[config.mk]
export PLATFORM = sky130hd
export DESIGN_NAME = operand_fetch
export DESIGN_NICKNAME = d
export VERILOG_FILES = /design/src/rtl/operand_fetch.sv
export SDC_FILE = /design/constraint.sdc
export NUM_CORES = 1
export LEC_CHECK = 0
export ABC_AREA = 1
export CAP_MARGIN = 20
export CORE_MARGIN = 2
export CORE_UTILIZATION = 28
export DETAILED_ROUTE_END_ITERATION = 6
export PLACE_DENSITY_LB_ADDON = 0.05
export SETUP_SLACK_MARGIN = 0.1
export SKIP_LAST_GASP = 1
export SLEW_MARGIN = 5
export SYNTH_ARGS = -nofsm -noshare
export SYNTH_HDL_FRONTEND = slang
export SYNTH_SLANG_ARGS = --single-unit
[constraint.sdc]
create_clock -name clock -period 3.99 [get_ports clock]
set_clock_uncertainty 0.05 [all_clocks]
set_input_delay 0.399 -clock clock [delete_from_list [all_inputs] [get_ports clock]]
set_output_delay 0.399 -clock clock [all_outputs]
set_load 0.005 [all_outputs]
[src/rtl/operand_fetch.sv]
// Two-byte operand fetch sequencer: reads consecutive bytes at the fetch pointer
// and strobes them into the high/low halves of a downstream 16-bit register.
module operand_fetch #(
    parameter bit HIGH_FIRST = 1'b1
) (
    input  logic        clock,
    input  logic        reset,
    input  logic        start,
    input  logic        load_pc,
    input  logic [15:0] pc_in,
    input  logic        mem_ready,
    input  logic [7:0]  mem_data,
    output logic        mem_read,
    output logic [15:0] mem_addr,
    output logic        set_high,
    output logic        set_low,
    output logic [7:0]  half_value,
    output logic [15:0] pc_out,
    output logic        busy,
    output logic        done,
    output logic [1:0]  state
);

    // Memory handshake: mem_read is held high in FETCH1/FETCH2 with mem_addr
    // stable; a byte is accepted on any rising edge where mem_read and
    // mem_ready are both high, otherwise the cycle is a wait state.
    typedef enum logic [1:0] {
        IDLE   = 2'd0,
        FETCH1 = 2'd1,
        FETCH2 = 2'd2,
        DONE   = 2'd3
    } state_t;

    state_t      state_q;
    state_t      state_d;
    logic [15:0] pc_q;
    logic [7:0]  half_q;
    logic        set_high_q;
    logic        set_low_q;
    logic        accept;
    logic        first_byte;

    assign accept     = ((state_q == FETCH1) || (state_q == FETCH2)) && mem_ready;
    assign first_byte = (state_q == FETCH1);

    always_ff @(posedge clock) begin
        if (!reset) begin
            state_q <= IDLE;
        end else begin
            state_q <= state_d;
        end
    end

    always_comb begin
        state_d = state_q;
        case (state_q)
            IDLE:    if (start)     state_d = FETCH1;
            FETCH1:  if (mem_ready) state_d = FETCH2;
            FETCH2:  if (mem_ready) state_d = DONE;
            DONE:    state_d = IDLE;
            default: state_d = IDLE;
        endcase
    end

    always_comb begin
        mem_read = (state_q == FETCH1) || (state_q == FETCH2);
        busy     = (state_q != IDLE);
        done     = (state_q == DONE);
    end

    // Datapath registers; strobes are registered so they appear the cycle after the byte is taken.
    always_ff @(posedge clock) begin
        if (!reset) begin
            pc_q       <= 16'h0000;
            half_q     <= 8'h00;
            set_high_q <= 1'b0;
            set_low_q  <= 1'b0;
        end else begin
            set_high_q <= accept && (first_byte == HIGH_FIRST);
            set_low_q  <= accept && (first_byte != HIGH_FIRST);
            if (accept) begin
                half_q <= mem_data;
                pc_q   <= pc_q + 16'h0001;
            end else if ((state_q == IDLE) && load_pc) begin
                pc_q <= pc_in;
            end
        end
    end

    assign mem_addr   = pc_q;
    assign pc_out     = pc_q;
    assign half_value = half_q;
    assign set_high   = set_high_q;
    assign set_low    = set_low_q;
    assign state      = state_q;

endmodule

==> results of run 1 <==
## through the flow
step           power, mW  cells
2_1_floorplan      0.900    256
3_3_place_gp        1.26    384
3_5_place_dp        1.26    384
4_1_cts             1.50    388
5_1_grt             1.62    388
6_report            1.48    388
## power breakdown
| part | internal, mW | switching (mW) | total, mW |
|---|---|---|---|
| logic | 0.416 | 0.330 | 0.746 |
| registers | 0.378 | 0.120 | 0.498 |
| clock network | 0.135 | 0.0993 | 0.234 |
| total | 0.929 | 0.549 | 1.48 |
## worst paths after layout
| path | start | endpoint | slack, ns | cells past startpoint |
|---|---|---|---|---|
| min reg2reg | half_value[4] | half_value[4] | 0.45 | 2 |
| max reg2reg | state[0] | mem_addr[2] | 1.74 | 8 |
| max | state[0] | mem_addr[2] | 1.74 | 8 |
| min | half_value[4] | half_value[4] | 0.45 | 2 |
## area by class of cell
class                   count  area (µm²)  area share (%)
multi-input cells         176         845            34.7
well taps                  75        93.8            3.86
clock inverters             1        30.0            1.23
clock buffers               3        41.3            1.70
inverters                  30         113            4.63
repair buffers             75         751            30.8
flip-flops and latches     28         561            23.0
## layer usage
metal  global-route usage, %  wire [µm]  vias up
met3                    3.67        278        7
met1                    18.7       2160      756
met5                       0          0        -
met2                    25.5       2140       54
met4                    5.08         70        0
li1                        -          -      919
## cells in the mapped netlist
| library cell | instances | area [µm²] |
|---|---|---|
| dfxtp_1 | 28 | 561 |
| o211ai_1 | 1 | 7.51 |
| o21ai_0 | 17 | 85.1 |
| a31oi_1 | 5 | 31.3 |
| buf_4 | 18 | 135 |
| nor2_4 | 1 | 11.3 |
| inv_1 | 28 | 105 |
| buf_2 | 1 | 5.00 |
| o22ai_1 | 1 | 6.26 |
| buf_1 | 1 | 3.75 |
| o21ai_1 | 3 | 15.0 |
| or2_0 | 1 | 6.26 |
| nand2_2 | 3 | 18.8 |
| inv_2 | 1 | 3.75 |
| nor3_1 | 3 | 15.0 |
| nor2_1 | 41 | 154 |
| clkbuf_1 | 2 | 7.51 |
| a211oi_1 | 2 | 15.0 |
| nand3b_1 | 1 | 7.51 |
| nand4_1 | 2 | 12.5 |
| clkinv_1 | 1 | 3.75 |
| ha_1 | 6 | 75.1 |
| nand2_1 | 59 | 221 |
| nand3_1 | 19 | 95.1 |
| a21oi_1 | 9 | 45.0 |
| nor2_2 | 1 | 6.26 |
| nor3_4 | 1 | 16.3 |
## state kept, by name (all words and copies together) (netlist names)
| name | flops |
|---|---|
| mem_addr | 16 |
| half_value | 8 |
| state | 2 |
| set_high | 1 |
| set_low | 1 |
## cell families (layout without fill, tap and decap cells)
kind of cell | after synthesis | after routing | synth area share [%]
simple gates | 132 | 132 | 33.8
flops | 28 | 28 | 33.6
fa+ha+maj | 6 | 6 | 4.50
buf+inv | 52 | 109 | 15.8
compound gates | 38 | 38 | 12.3
## tightest hold or removal path, stage by stage, from the launching register on
cell	delay (ns)
dfxtp_1	0.33
nor2_1	0.09
nor2_1	0.05
==> flow_summary.toml, run 1 <==
[status]
status = "completed"

[sta]
timing.final.ws_setup_ns = 1.74
relSlewSlack_pct = 53.6
finalMaxSlewViolations = 0
fmax_ghz = 0.444
report.final.hold_viol_count = 0
tightest_slew_ns = 0.695
rsz0062_at_grt = "false"
holdWs_ns = 0.447
finalSetupTns_ns = 0
finalSetupViolCount = 0
fin_crit_sh_pct = 56.4
period_minus_slack_ns = 2.25

[hold_path]
min_path_type = "flop to flop"

[cells_and_area]
final_cell_mix = "clkdlybuf4s50_1 (75), nand2_1 (59), nor2_1 (41)"
fillerInstances = 645
n_antenna_cell = 0
nNetsFinal = 349
final_common_cell = "clkdlybuf4s50_1"
layout-drive-gt1-share_pct = 3.51
area_delta_synth_final_pct = 45.8
post-route-cell-area_mm2 = 0.00243
fin_util_pct = 41.6

[clock_tree]
htreeDepth = 1
clkLatencyLatePin_ns = 0.28
clk_pin_slew_ns = 0.11
cts_sinks = 28
cts_setup_buffers = 0
cts-hold-fix-buffers = 0
postCtsResizedCells = 0
cts_tree = "yes"
cts_buffer_depth = 2
clock-root-buffer = "clkbuf_8"
numCtsBuffers = 3

[route]
drt_iter0_drc = 91
wl_per_cell_um = 12.0
drt_pass1_iterations = 4
wl_um = 4650
vias = 1736
drcViolationCount = 0
ant_nets = 0
vias_per_cell = 4.47

[critical_path]
crit_required_ns = 4.14
crit_fanout = 22
cp_cell_sequence = "inv_1, ha_1, nand2_2, inv_1, nor2_1, nor2_1, nor2_1, nor3_1"
max_stage_delay_ns = 0.61
cp_common_cell = "nor2_1"
crit_buf_inv = 2
endpoint_kind = "flop"
cp_data_arrival_time_ns = 2.40
critPathKind = "flop to flop"
startpoint_type = "flop"
cp_top_family = "buffers and inverters"
crit_path_top_delay_cell = "inv_1"

[global_routing]
grt_max_degree = 23
grt.overflow.total = 0
grt_pass1_vias = 1728
grt_first_pass_wirelength_um = 7710
track_usage_pct = 15.1
grt_antenna_before_repair = 0

[pwr]
p_per_area_mw_per_mm2 = 607
peakVddDrop_v = 0.000297
power.leakage_nw = 0.969

[synthesis]
syn_nets = 291
synth.avg_cell_area_um2 = 6.52
synth.distinct_cells = 27
yosysWarnings = 0
synth_area_mm2 = 0.00167
ys_ff_latch = 28
synth.yosys.seq_area_share_pct = 33.6
synthCells = 256

[placement]
port_buffers = 75
place_congestion = 0.747
dp_hpwl_um = 3400
postPlaceCellArea_mm2 = 0.00236
pre_cts_slack_ns = 1.64

[die]
die-height_um = 81.2
num_rows = 28
core-area_mm2 = 0.00585
start_util_pct = 28.5
pin_count = 76
die_area_mm2 = 0.00659
fp.dieW_um = 81.2

[job]
maxCapViolCount = 0
Note: power is estimated with default switching activity, not from simulation.
==> run 2, diff against run 1 <==
- clock period: 3.99 -> 2.15 ns (I/O delays scaled with it)
==> run 2 against run 1 <==
Routed wire length down 0.17%. Largest cell class unchanged. Global-route usage about the same. Sequential share of layout area down 0.60 points. Sequential cell count unchanged. Utilization up 1.1 points. Non-clock buffer count up 7. Die area unchanged. Sequential power up 83%. Worst setup slack worse by 1.5 ns. Count of clock-buffer cells in the layout unchanged. Cell area up 2.7%.
==> flow_summary.toml, run 2 (synthesis results as in run 1) <==
[die]
core-area_mm2 = 0.00585
start_util_pct = 28.5
fp.dieW_um = 81.2
die_area_mm2 = 0.00659
num_rows = 28
pin_count = 76
die-height_um = 81.2

[clock_tree]
cts_tree = "yes"
cts_buffer_depth = 2
clkLatencyLatePin_ns = 0.28
numCtsBuffers = 3
cts_sinks = 28
htreeDepth = 1
clock-root-buffer = "clkbuf_8"
cts-hold-fix-buffers = 0
clk_pin_slew_ns = 0.10

[cells_and_area]
final_common_cell = "clkdlybuf4s50_1"
area_delta_synth_final_pct = 49.7
final_cell_mix = "clkdlybuf4s50_1 (75), nand2_1 (59), nor2_1 (41)"
n_antenna_cell = 0
largest_reg_flops = 16
layout-drive-gt1-share_pct = 5.94
fin_util_pct = 42.7
post-route-cell-area_mm2 = 0.00250
nNetsFinal = 356
final_cells = 395

[job]
maxCapViolCount = 0

[global_routing]
grt_first_pass_wirelength_um = 7640
track_usage_pct = 15.1
grt_max_degree = 20
grt_antenna_before_repair = 0
grt_pass1_vias = 1639
grt.overflow.total = 0

[sta]
rsz0062_at_grt = "false"
fmax_ghz = 0.513
finalSetupTns_ns = 0
tightest_slew_ns = 0.299
fin_crit_sh_pct = 90.7
finalMaxSlewViolations = 0
relSlewSlack_pct = 80.1
finalSetupViolCount = 0
holdWs_ns = 0.438
report.final.hold_viol_count = 0
period_minus_slack_ns = 1.95

[route]
drt_pass1_iterations = 4
ant_nets = 0
vias = 1705
drcViolationCount = 0
wl_per_cell_um = 11.7
drt_iter0_drc = 65
wl_um = 4640
vias_per_cell = 4.32

[critical_path]
endpoint_kind = "output pin"
cp_data_arrival_time_ns = 1.69
cp_top_family = "buffers and inverters"
critPathKind = "flop to output pin"
cp_cell_sequence = "inv_1, ha_1, clkdlybuf4s50_1"
crit_buf_inv = 2
crit_path_top_delay_cell = "clkdlybuf4s50_1"
crit_required_ns = 1.88
crit_fanout = 4
startpoint_type = "flop"
max_stage_delay_ns = 0.53

[pwr]
peakVddDrop_v = 0.000403
power.leakage_nw = 1.00
p_per_area_mw_per_mm2 = 1130

[placement]
port_buffers = 75
postPlaceCellArea_mm2 = 0.00239
dp_hpwl_um = 3490
place_inst = 388
place_congestion = 0.767

[status]
status = "completed"

[hold_path]
min_path_type = "flop to flop"
==> run 2: changes by cell type in the layout (fill, tap and decap cells not counted), sizes merged <==
cell | previous run | this run
buf | 0 | 7
clkinvlp | 0 | 1
inv | 29 | 28
==> run 2: layer usage <==
layer	GRT usage, %	wire (µm)	vias up
met5	0	0	-
met2	25.0	2060	48
li1	-	-	929
met4	3.56	47	0
met3	5.44	375	5
met1	18.6	2160	723
==> run 2: through the flow <==
step | total power, mW | setup WS, ns
floorplan | 1.67 | 0.478
global placement | 2.37 | 0.287
detailed placement | 2.36 | 0.233
CTS | 2.81 | 0.191
global route | 3.10 | 0.100
finish | 2.83 | 0.200
==> run 2: timing repair <==
item	4_1_cts	5_1_grt
endpoints found under the setup margin	0	11
gates resized for setup	0	3
setup buffers	0	3
==> run 2: worst min-delay path, cell delays in order (launching register included) <==
cell and delay [ns]:
dfxtp_1 0.34, nor2_1 0.04, nor2_1 0.08
==> run 2: final timing paths <==
kind / startpoint / endpoint / slack [ns] / depth (start not counted)
setup / recovery: state[0] / mem_read / 0.20 / 3
hold / removal: half_value[3] / half_value[3] / 0.44 / 2
setup reg to reg: state[0] / mem_addr[12] / 0.32 / 9
hold reg to reg: half_value[3] / half_value[3] / 0.44 / 2
==> run 2: area by class of cell <==
class | count | area [µm²]
flip-flops and latches | 28 | 561
well taps | 75 | 93.8
fillers | 609 | 3350
multi-input cells | 176 | 850
repair buffers | 82 | 807
clock buffers | 3 | 41.3
clock inverters | 1 | 30.0
inverters | 30 | 116
==> run 2: power by group <==
part / total (mW) / internal (mW) / switching, mW / leakage, nW
Clock: 0.428 / 0.250 / 0.179 / 0.0357
Combinational: 1.49 / 0.840 / 0.646 / 0.739
Sequential: 0.912 / 0.701 / 0.211 / 0.230
